==> config.mk <==
export PLATFORM = sky130hd
export DESIGN_NAME = muldiv_unit
export DESIGN_NICKNAME = d
export VERILOG_FILES = /design/src/rtl/muldiv_unit.sv
export SDC_FILE = /design/constraint.sdc
export NUM_CORES = 1
export LEC_CHECK = 0
export ABC_AREA = 1
export CAP_MARGIN = 20
export CORE_MARGIN = 2
export CORE_UTILIZATION = 40
export CTS_BUF_LIST = sky130_fd_sc_hd__clkbuf_16
export CTS_CLUSTER_DIAMETER = 200
export CTS_CLUSTER_SIZE = 25
export DETAILED_ROUTE_END_ITERATION = 8
export GPL_TIMING_DRIVEN = 0
export SKIP_CTS_REPAIR_TIMING = 1
export SLEW_MARGIN = 20
export SYNTH_ARGS = -nofsm -noshare
export SYNTH_HDL_FRONTEND = slang
export SYNTH_SLANG_ARGS = --single-unit
==> constraint.sdc <==
create_clock -name clk_i -period 7.1 [get_ports clk_i]
set_input_delay 1.42 -clock clk_i [delete_from_list [all_inputs] [get_ports clk_i]]
set_output_delay 1.42 -clock clk_i [all_outputs]
set_load 0.05 [all_outputs]
==> src/rtl/muldiv_unit.sv <==
// Iterative RV32M multiply/divide unit: 32-step shift-add multiply and restoring
// divide sharing one 64-bit accumulator, with a fast path for divide-by-zero and signed overflow.
module muldiv_unit #(
  parameter int unsigned XLEN = 32
) (
  input  logic            clk_i,
  input  logic            rst_i,
  input  logic            start_i,
  input  logic [2:0]      funct3_i,
  input  logic [XLEN-1:0] rs1_i,
  input  logic [XLEN-1:0] rs2_i,
  input  logic [4:0]      selRd_i,
  output logic            busy_o,
  output logic            done_o,
  output logic [XLEN-1:0] rd_o,
  output logic [4:0]      selRd_o
);

  localparam int unsigned CW = $clog2(XLEN);
  localparam int unsigned AW = 2 * XLEN;

  typedef enum logic [1:0] {S_IDLE, S_CALC, S_FIX, S_DONE} state_t;

  state_t          state_q, state_d;
  logic [CW-1:0]   cnt_q;
  logic [2:0]      op_q;
  logic [4:0]      sel_q;
  logic [AW-1:0]   acc_q;
  logic [XLEN-1:0] opb_q;
  logic            neg_q, neg_r;

  logic            a_sgn, b_sgn, a_neg, b_neg, div0, ovf;
  logic [XLEN-1:0] a_mag, b_mag, hi, lo;
  logic [XLEN:0]   mul_sum, shifted;
  logic [XLEN-1:0] diff;
  logic            ge;
  logic [AW-1:0]   acc_step, prod_fix;
  logic [XLEN-1:0] fast_res, fix_res, res_c;

  // Operand signedness and magnitudes for the request at the inputs
  always_comb begin
    a_sgn = funct3_i[2] ? ~funct3_i[0] : (funct3_i[1:0] != 2'b11);
    b_sgn = funct3_i[2] ? ~funct3_i[0] : ~funct3_i[1];
    a_neg = a_sgn & rs1_i[XLEN-1];
    b_neg = b_sgn & rs2_i[XLEN-1];
    a_mag = a_neg ? XLEN'(-rs1_i) : rs1_i;
    b_mag = b_neg ? XLEN'(-rs2_i) : rs2_i;
    div0  = (rs2_i == '0);
    ovf   = funct3_i[2] & ~funct3_i[0] & (rs1_i == {1'b1, {(XLEN-1){1'b0}}}) & (rs2_i == '1);
  end

  // One iteration: hi holds partial product / remainder, lo holds multiplier / dividend-quotient
  always_comb begin
    hi       = acc_q[AW-1:XLEN];
    lo       = acc_q[XLEN-1:0];
    mul_sum  = {1'b0, hi} + (lo[0] ? {1'b0, opb_q} : '0);
    shifted  = {hi, lo[XLEN-1]};
    ge       = (shifted >= {1'b0, opb_q});
    diff     = shifted[XLEN-1:0] - opb_q;
    acc_step = '0;
    if (op_q[2]) begin
      acc_step = ge ? {diff, lo[XLEN-2:0], 1'b1} : {shifted[XLEN-1:0], lo[XLEN-2:0], 1'b0};
    end else begin
      acc_step = {mul_sum, lo[XLEN-1:1]};
    end
  end

  // Result selection for the fast path (from inputs) and for FIX (from accumulator)
  always_comb begin
    prod_fix = neg_q ? AW'(-acc_q) : acc_q;
    fast_res = '0;
    fix_res  = '0;
    if (funct3_i[1]) fast_res = div0 ? rs1_i : '0;
    else             fast_res = div0 ? '1 : {1'b1, {(XLEN-1){1'b0}}};
    if (op_q[2]) begin
      if (op_q[1]) fix_res = neg_r ? XLEN'(-hi) : hi;
      else         fix_res = neg_q ? XLEN'(-lo) : lo;
    end else begin
      fix_res = (op_q[1:0] == 2'b00) ? prod_fix[XLEN-1:0] : prod_fix[AW-1:XLEN];
    end
    res_c = (state_q == S_IDLE) ? fast_res : fix_res;
  end

  always_ff @(posedge clk_i or negedge rst_i) begin
    if (!rst_i) state_q <= S_IDLE;
    else        state_q <= state_d;
  end

  always_comb begin
    state_d = state_q;
    case (state_q)
      S_IDLE:  if (start_i) state_d = (funct3_i[2] && (div0 || ovf)) ? S_DONE : S_CALC;
      S_CALC:  if (cnt_q == CW'(XLEN - 1)) state_d = S_FIX;
      S_FIX:   state_d = S_DONE;
      S_DONE:  state_d = S_IDLE;
      default: state_d = S_IDLE;
    endcase
  end

  // Datapath and registered outputs
  always_ff @(posedge clk_i or negedge rst_i) begin
    if (!rst_i) begin
      cnt_q   <= '0;
      op_q    <= '0;
      sel_q   <= '0;
      acc_q   <= '0;
      opb_q   <= '0;
      neg_q   <= 1'b0;
      neg_r   <= 1'b0;
      busy_o  <= 1'b0;
      done_o  <= 1'b0;
      rd_o    <= '0;
      selRd_o <= '0;
    end else begin
      if (state_q == S_IDLE && start_i) begin
        op_q  <= funct3_i;
        sel_q <= selRd_i;
        acc_q <= {{XLEN{1'b0}}, a_mag};
        opb_q <= b_mag;
        neg_q <= a_neg ^ b_neg;
        neg_r <= a_neg;
        cnt_q <= '0;
      end else if (state_q == S_CALC) begin
        acc_q <= acc_step;
        cnt_q <= cnt_q + CW'(1);
      end
      busy_o <= (state_d != S_IDLE);
      done_o <= (state_d == S_DONE);
      if (state_d == S_DONE) begin
        rd_o    <= res_c;
        selRd_o <= (state_q == S_IDLE) ? selRd_i : sel_q;
      end
    end
  end

endmodule
==> run summary <==
The starting density of the core is 0.408. The fraction of final layout cells sized beyond drive strength 1 came out at 0.0303. Sorting the synthesized cells by area gives the leading types as nand2_1 (24%), dfrtp_1 (21%), nand3_1 (9.8%). The final clock period utilization by the worst path came out at 0.520.

The placer's final routability congestion estimate is 1.06. From synthesis to final layout, the design area changed by 13.5%. For this design, the slowest cell found on the critical path is nor3_1. The count of synthesis-stage warnings from yosys came out at 0.

The iteration count of the initial detailed-routing pass is 6. The total number of H-tree levels came out at 4. The number of sinks on the clock net came out at 152. The maximum frequency from static timing analysis came out at 271 MHz. Sorting the synthesized cells by how often they occur yields nand2_1 (1,145), inv_1 (415), nand3_1 (356), nor2_1 (351), o21ai_0 (238). The data required time at the worst endpoint is 7.49 ns. The total die area is 47,000 um^2. The final wirelength came out at 93,800 um. The net count of the finished layout came out at 3,539. Summed over all failing endpoints, the final setup total negative slack is 0 ns. The number of global-route vias before repair came to 20,945.

The mean number of vias per cell is 5.76. The horizontal die dimension came out at 217 um. For the finished layout, the period the worst path requires is 3.69 ns. The number of unique standard cell types used by synthesis came out at 48. The most frequent cell on the critical path is nand2_1.

The number of antenna diodes is 0. The number of port buffers came out at 113. The synthesized area per cell came out at 5.56 um^2. The initial antenna violation count came out at 2. The net count of the mapped netlist came out at 3,406.

The clock-pin transition on the worst setup and hold timing paths is 0.07 ns. The path type of the worst setup path is input port to flip-flop. The post-synthesis instance area came out at 18,100 um^2. The maximum fanout encountered on the critical timing path is 10.

In the synthesized netlist the dominant register cell turns out to be dfrtp_1. The DRC violation total after the first TritonRoute iteration is 2,967. The leftover overflow at the end of global routing came out at 0. The via count of the routed design is 22,999. The final count of pins violating max slew came out at 0. The final design area excluding fillers came out at 20,500 um^2. The max-cap violation count came out at 0. In this run the cell area measured after placement is 20,000 um^2. The row count is 77. The latest clock arrival within the worst-skew pair is 0.46 ns. Traced cell by cell, the critical path runs through clkdlybuf4s50_1, inv_1, ha_1, nand3_2, nor2_2, nand3_1, nor3_1, nand2_1, nand2_2, nand2_2, nand2_4, nand2_4, buf_4, nor2_1, nand2_1, nand2_1. The number of flops mapped to enable cells by yosys came out at 0. The final-report hold violation count is 0. The worst-case clock skew came out at 0.0181 ns. Setup repair after global routing left no endpoint under its margin.

The pin slew with the least headroom to its limit came out at 1.16 ns. The critical path buffer and inverter count is 3. The DRC violation count after routing is 0. The highest cell delay on the worst timing path came out at 0.44 ns. The gate count of the mapped netlist is 3,258. The cell chosen for the clock root is clkbuf_16. Data arrives at the worst endpoint at 4.08 ns. Entering global routing, the biggest net connects 81 pins. The path class of the tightest hold or removal check is flip-flop to flip-flop. The top cell type by total area after synthesis is nand2_1. The post-synthesis sequential element count came out at 152.

The worst setup path is captured at a flip-flop. The overall fraction of global-route tracks in use is 0.395. For this design the top-level I/O count stands at 114.

The core footprint is 44,400 um^2. Setup violations remaining at the end of the flow were counted as 0. The number of clock buffers added by TritonCTS is 17.

The run finished with clean final reports. Of the synthesized area, sequential elements account for 0.210. The share of flip-flops with an asynchronous set or reset after synthesis came out at 1.00.

The area share of the largest cell type after synthesis came out at 0.237. The detailed placement HPWL came out at 76,200 um. The detail route stage leaves a number of antenna-violating nets equal to 0. nand2_1 is the most common cell in the netlist. The global-route wire length before repair is 137,000 um.

STA classifies the critical path startpoint as an input port. The routed wirelength normalized by instance count is 23.5 um. The clock tree from TritonCTS is built. Measured against its own limit, the worst slew margin works out to 0.226. Counting along the longest clock path gives a buffer depth of 2. Measured along the y axis, the die boundary spans 217 um.

The family with the most delay on the worst path is simple AND/OR/NAND/NOR gates.
[worst min-delay path, cell delays in order (launching register included)]
cell     delay (ns)
dfrtp_1        0.34
nand2_1        0.05
nand2_1        0.06
[area by class of cell]
type	instances	area, um^2
plain buffers	108	460
flip-flops and latches	152	3800
repair buffers	114	1160
well taps	592	741
clock buffers	17	425
clock inverters	15	105
fillers	4939	23900
inverters	425	1600
multi-input cells	2573	12200
[metal layers]
layer / track usage / wire length (um) / vias up
li1: - / - / 10681
met4: 0.140 / 3630 / 4
met3: 0.106 / 12100 / 182
met1: 0.578 / 41200 / 10745
met2: 0.551 / 36800 / 1387
met5: 0 / 18 / -
[worst paths after layout]
| check | from | end | slack, ns | cells past startpoint |
|---|---|---|---|---|
| min reg2reg | selRd_o[3]$_DFFE_PN0P_ | selRd_o[3]$_DFFE_PN0P_ | 0.48 | 2 |
| min in group asynchronous | rst_i | opb_q[22]$_DFFE_PN0P_ | 0.92 | 1 |
| min | selRd_o[3]$_DFFE_PN0P_ | selRd_o[3]$_DFFE_PN0P_ | 0.48 | 2 |
| max | rs1_i[0] | rd_o[26]$_DFFE_PN0P_ | 3.41 | 16 |
| max in group asynchronous | rst_i | acc_q[27]$_DFFE_PN0P_ | 5.32 | 2 |
| max reg2reg | acc_q[32]$_DFFE_PN0P_ | rd_o[14]$_DFFE_PN0P_ | 3.41 | 13 |
[cell families after synthesis]
family,count (synthesis),share of synthesized area
AOI/OAI and AO/OA,433,0.130
DFF,152,0.210
and+or+nand+nor,1997,0.461
buffers and inverters,533,0.114
adders and majority gates,73,0.0513
xor gates and xnor gates,70,0.0339
[metrics by stage]
step | hold slack (ns) | std cells | setup slack [ns] | utilization
finish | 0.484 | 3996 | 3.41 | 0.462
global route | 0.508 | 3996 | 3.21 | 0.462
CTS | 0.491 | 3996 | 3.46 | 0.462
detailed placement | 0.465 | 3964 | 3.05 | 0.450
global placement | 0.464 | 3963 | -1.99 | 0.450
floorplan | 0.453 | 3258 | 4.05 | -
[cells in the final DEF (no fill, tap or decap), types with 7 or more instances in the layout]
cell / synthesis / routed
nand2_1: 1145 / 1145
xor2_1: 55 / 55
a22oi_1: 27 / 27
buf_1: 23 / 23
clkbuf_1: 68 / 68
o21ai_1: 9 / 9
a21oi_1: 109 / 109
dfrtp_1: 152 / 152
nor3_1: 32 / 32
nand3_1: 356 / 356
nor2_1: 351 / 351
buf_4: 7 / 7
nand3b_1: 13 / 13
nand4_1: 44 / 44
clkbuf_16: 0 / 17
inv_2: 9 / 9
ha_1: 71 / 71
inv_1: 415 / 416
or2_2: 14 / 14
buf_2: 8 / 8
nand2_2: 16 / 16
a31oi_1: 8 / 8
o211ai_1: 11 / 11
xnor2_1: 15 / 15
o21ai_0: 238 / 238
clkdlybuf4s50_1: 0 / 112
o21bai_1: 13 / 13
[sequential cells by signal (all words and copies together) (netlist names), 2 cells and up]
| register | count |
|---|---|
| selRd_o | 5 |
| sel_q | 5 |
| rd_o | 32 |
| opb_q | 32 |
| state_q | 2 |
| cnt_q | 5 |
| acc_q | 64 |
| op_q | 3 |
Power is not shown: default switching activity piles up to over one toggle a cycle in this logic, so the estimate is an artifact.
==> edit (config.mk and constraints unchanged) <==
Reset style: synchronous (`rst_i`), changed in 2 clocked blocks.
--- a/src/rtl/muldiv_unit.sv
+++ b/src/rtl/muldiv_unit.sv
@@ -81,7 +81,7 @@
     res_c = (state_q == S_IDLE) ? fast_res : fix_res;
   end
 
-  always_ff @(posedge clk_i or negedge rst_i) begin
+  always_ff @(posedge clk_i) begin
     if (!rst_i) state_q <= S_IDLE;
     else        state_q <= state_d;
   end
@@ -98,7 +98,7 @@
   end
 
   // Datapath and registered outputs
-  always_ff @(posedge clk_i or negedge rst_i) begin
+  always_ff @(posedge clk_i) begin
     if (!rst_i) begin
       cnt_q   <= '0;
       op_q    <= '0;
Check against the original RTL: differs if rst_i is asserted again (counterexample within 4 cycles, from zero or initial values and one cycle with rst_i low); with rst_i held inactive, the same outputs for 10 cycles.
==> edit against the original RTL <==
Sequential cell count stayed put; synthesized cell count is 0.34% lower; setup slack worse by 0.13 ns; area after synthesis is 4.0% lower; final cell count is 0.48% lower; routed wire length is 1.3% lower; design area is 3.4% lower; register-to-register slack worse by 0.04 ns; critical path type unchanged; critical endpoint is now rd_o[11]$_SDFFE_PN0P_; highest routed layer unchanged.
Power is left out: it rests on default switching activity, and per cell area and clock period it moved more than threefold.
==> edit: results (changes against the original RTL) <==
result of the run: completed
Crit path arrival time: 4.20 ns (+0.12 ns)
Clock Tree Buf Depth: 2 (unchanged)
antenna violations before repair: 3 (+1)
met1 Use GR: 57.6% (-0.18 points)
largest fanout on the critical path: 10 (unchanged)
worst hold path startpoint: cnt_q[4]$_SDFFE_PP0P_
DP Cell Count: 3945 (-0.48%)
category of cells accounting for the largest share of critical-path delay: simple AND/OR/NAND/NOR gates
WL met2: 36700 um (-0.41%)
endpoint of the worst setup timing path: rd_o[11]$_SDFFE_PN0P_
share of the synthesized area in compound gates (AO/OA/AOI/OAI): 17.7% (+4.7 points)
HPWL reported at the end of detailed placement: 75800 um (-0.57%)
number of standard cells after synthesis: 3247 (-0.34%)
Regs by FF count: acc_q (64), opb_q (32), rd_o (32)
detailed-route wire length: 92600 um (-1.3%)
endpoint with the worst hold slack: cnt_q[4]$_SDFFE_PP0P_
classification of the worst-slack hold path: reg -> reg
Synth top cells by count: nand2_1 (1024), inv_1 (434), nor2_1 (365)
largest net degree at the start of global routing: 17 (-79%)
GRT Overall Usage: 40.5% (+1.0 points)
slowest cell on the critical path: clkdlybuf4s50_1
routed via count divided by cell count: 5.76 (+0.11%)
XOR/XNOR Fraction of Synth Area: 3.48% (+0.092 points)
worst-case clock skew: 0.0157 ns (-0.00237 ns)
number of DRC markers in iteration 0: 2880 (-2.9%)
worst hold slack: 0.474 ns (-0.0103 ns)
critical path startpoint: rs1_i[1]
nets: 3527 (-0.34%)
fraction of final layout cells with drive strength greater than 1: 2.54% (-0.49 points)
maxcap violations: 0 (unchanged)
Critical Path Max Stage Delay: 0.49 ns (+0.05 ns)
number of detailed-route iterations in the first pass: 7 (+1)
capture point of the worst reg-to-reg path: acc_q[0]$_SDFFE_PN0P_
launch instance of the worst register-to-register path: acc_q[38]$_SDFFE_PP0P_
metal1 wirelength: 40400 um (-1.9%)
met3 track demand over resource in global routing: 11.9% (+1.3 points)
maximum clock rate: 0.262 GHz (-3.3%)
dominant register cell in the synthesized netlist: dfxtp_1
worst slack at placement: 2.98 ns (-0.0668 ns)
total via count after detailed routing: 22914 (-0.37%)
slack of the worst reg-to-reg path: 3.37 ns (-0.04 ns)
met2 usage: 57.7% (+2.6 points)
Adder-Cell Fraction of Synth Area: 5.35% (+0.22 points)
PortBufs: 112 (-0.88%)
worst rel slew slack: 26.3% (+3.7 points)
proportion of synthesized flip-flops having asynchronous set or reset: 0% (-100 points)
biggest area contributors in the synthesized netlist: nand2_1 (22%), dfxtp_1 (18%), inv_1 (9.4%)
wire length of the first global-routing pass: 133000 um (-2.7%)
Met3 Routed Length: 12200 um (+0.79%)
Post-Syn Nets: 3395 (-0.32%)
Final GP Congestion: 1.07 (+0.93%)
sequential area share after synthesis: 17.5% (-3.5 points)
count of unique library cells instantiated by Yosys: 50 (+4.2%)
placed standard-cell area: 0.0192 sq mm (-3.9%)
via count of the first global-routing pass: 20698 (-1.2%)
-- edit: cell count changes in the layout (fill, tap and decap cells not counted), moves of 13 or more --
| cell | change |
|---|---|
| a21oi_1 | +111 |
| a22oi_1 | -21 |
| clkbuf_1 | +26 |
| dfrtp_1 | -152 |
| dfxtp_1 | +152 |
| inv_1 | +18 |
| nand2_1 | -121 |
| nand2_2 | -13 |
| nand3_1 | -62 |
| nor2_1 | +14 |
| o21ai_0 | +20 |
| o22ai_1 | +14 |
-- edit: final cells by class --
cell class,count,area (sq um)
Clock inverter,15,183
Multi-Input combinational cell,2534,12200
Clock buffer,17,425
Sequential cell,152,3040
Inverter,438,1650
Tap cell,585,732
Buffer,123,504
Timing Repair Buffer,113,1130
Fill cell,4813,23100
-- edit: tightest hold or removal path, cell delays in order (launching register included) --
cell	delay [ns]
dfxtp_1	0.32
nand2_1	0.06
a21oi_1	0.05
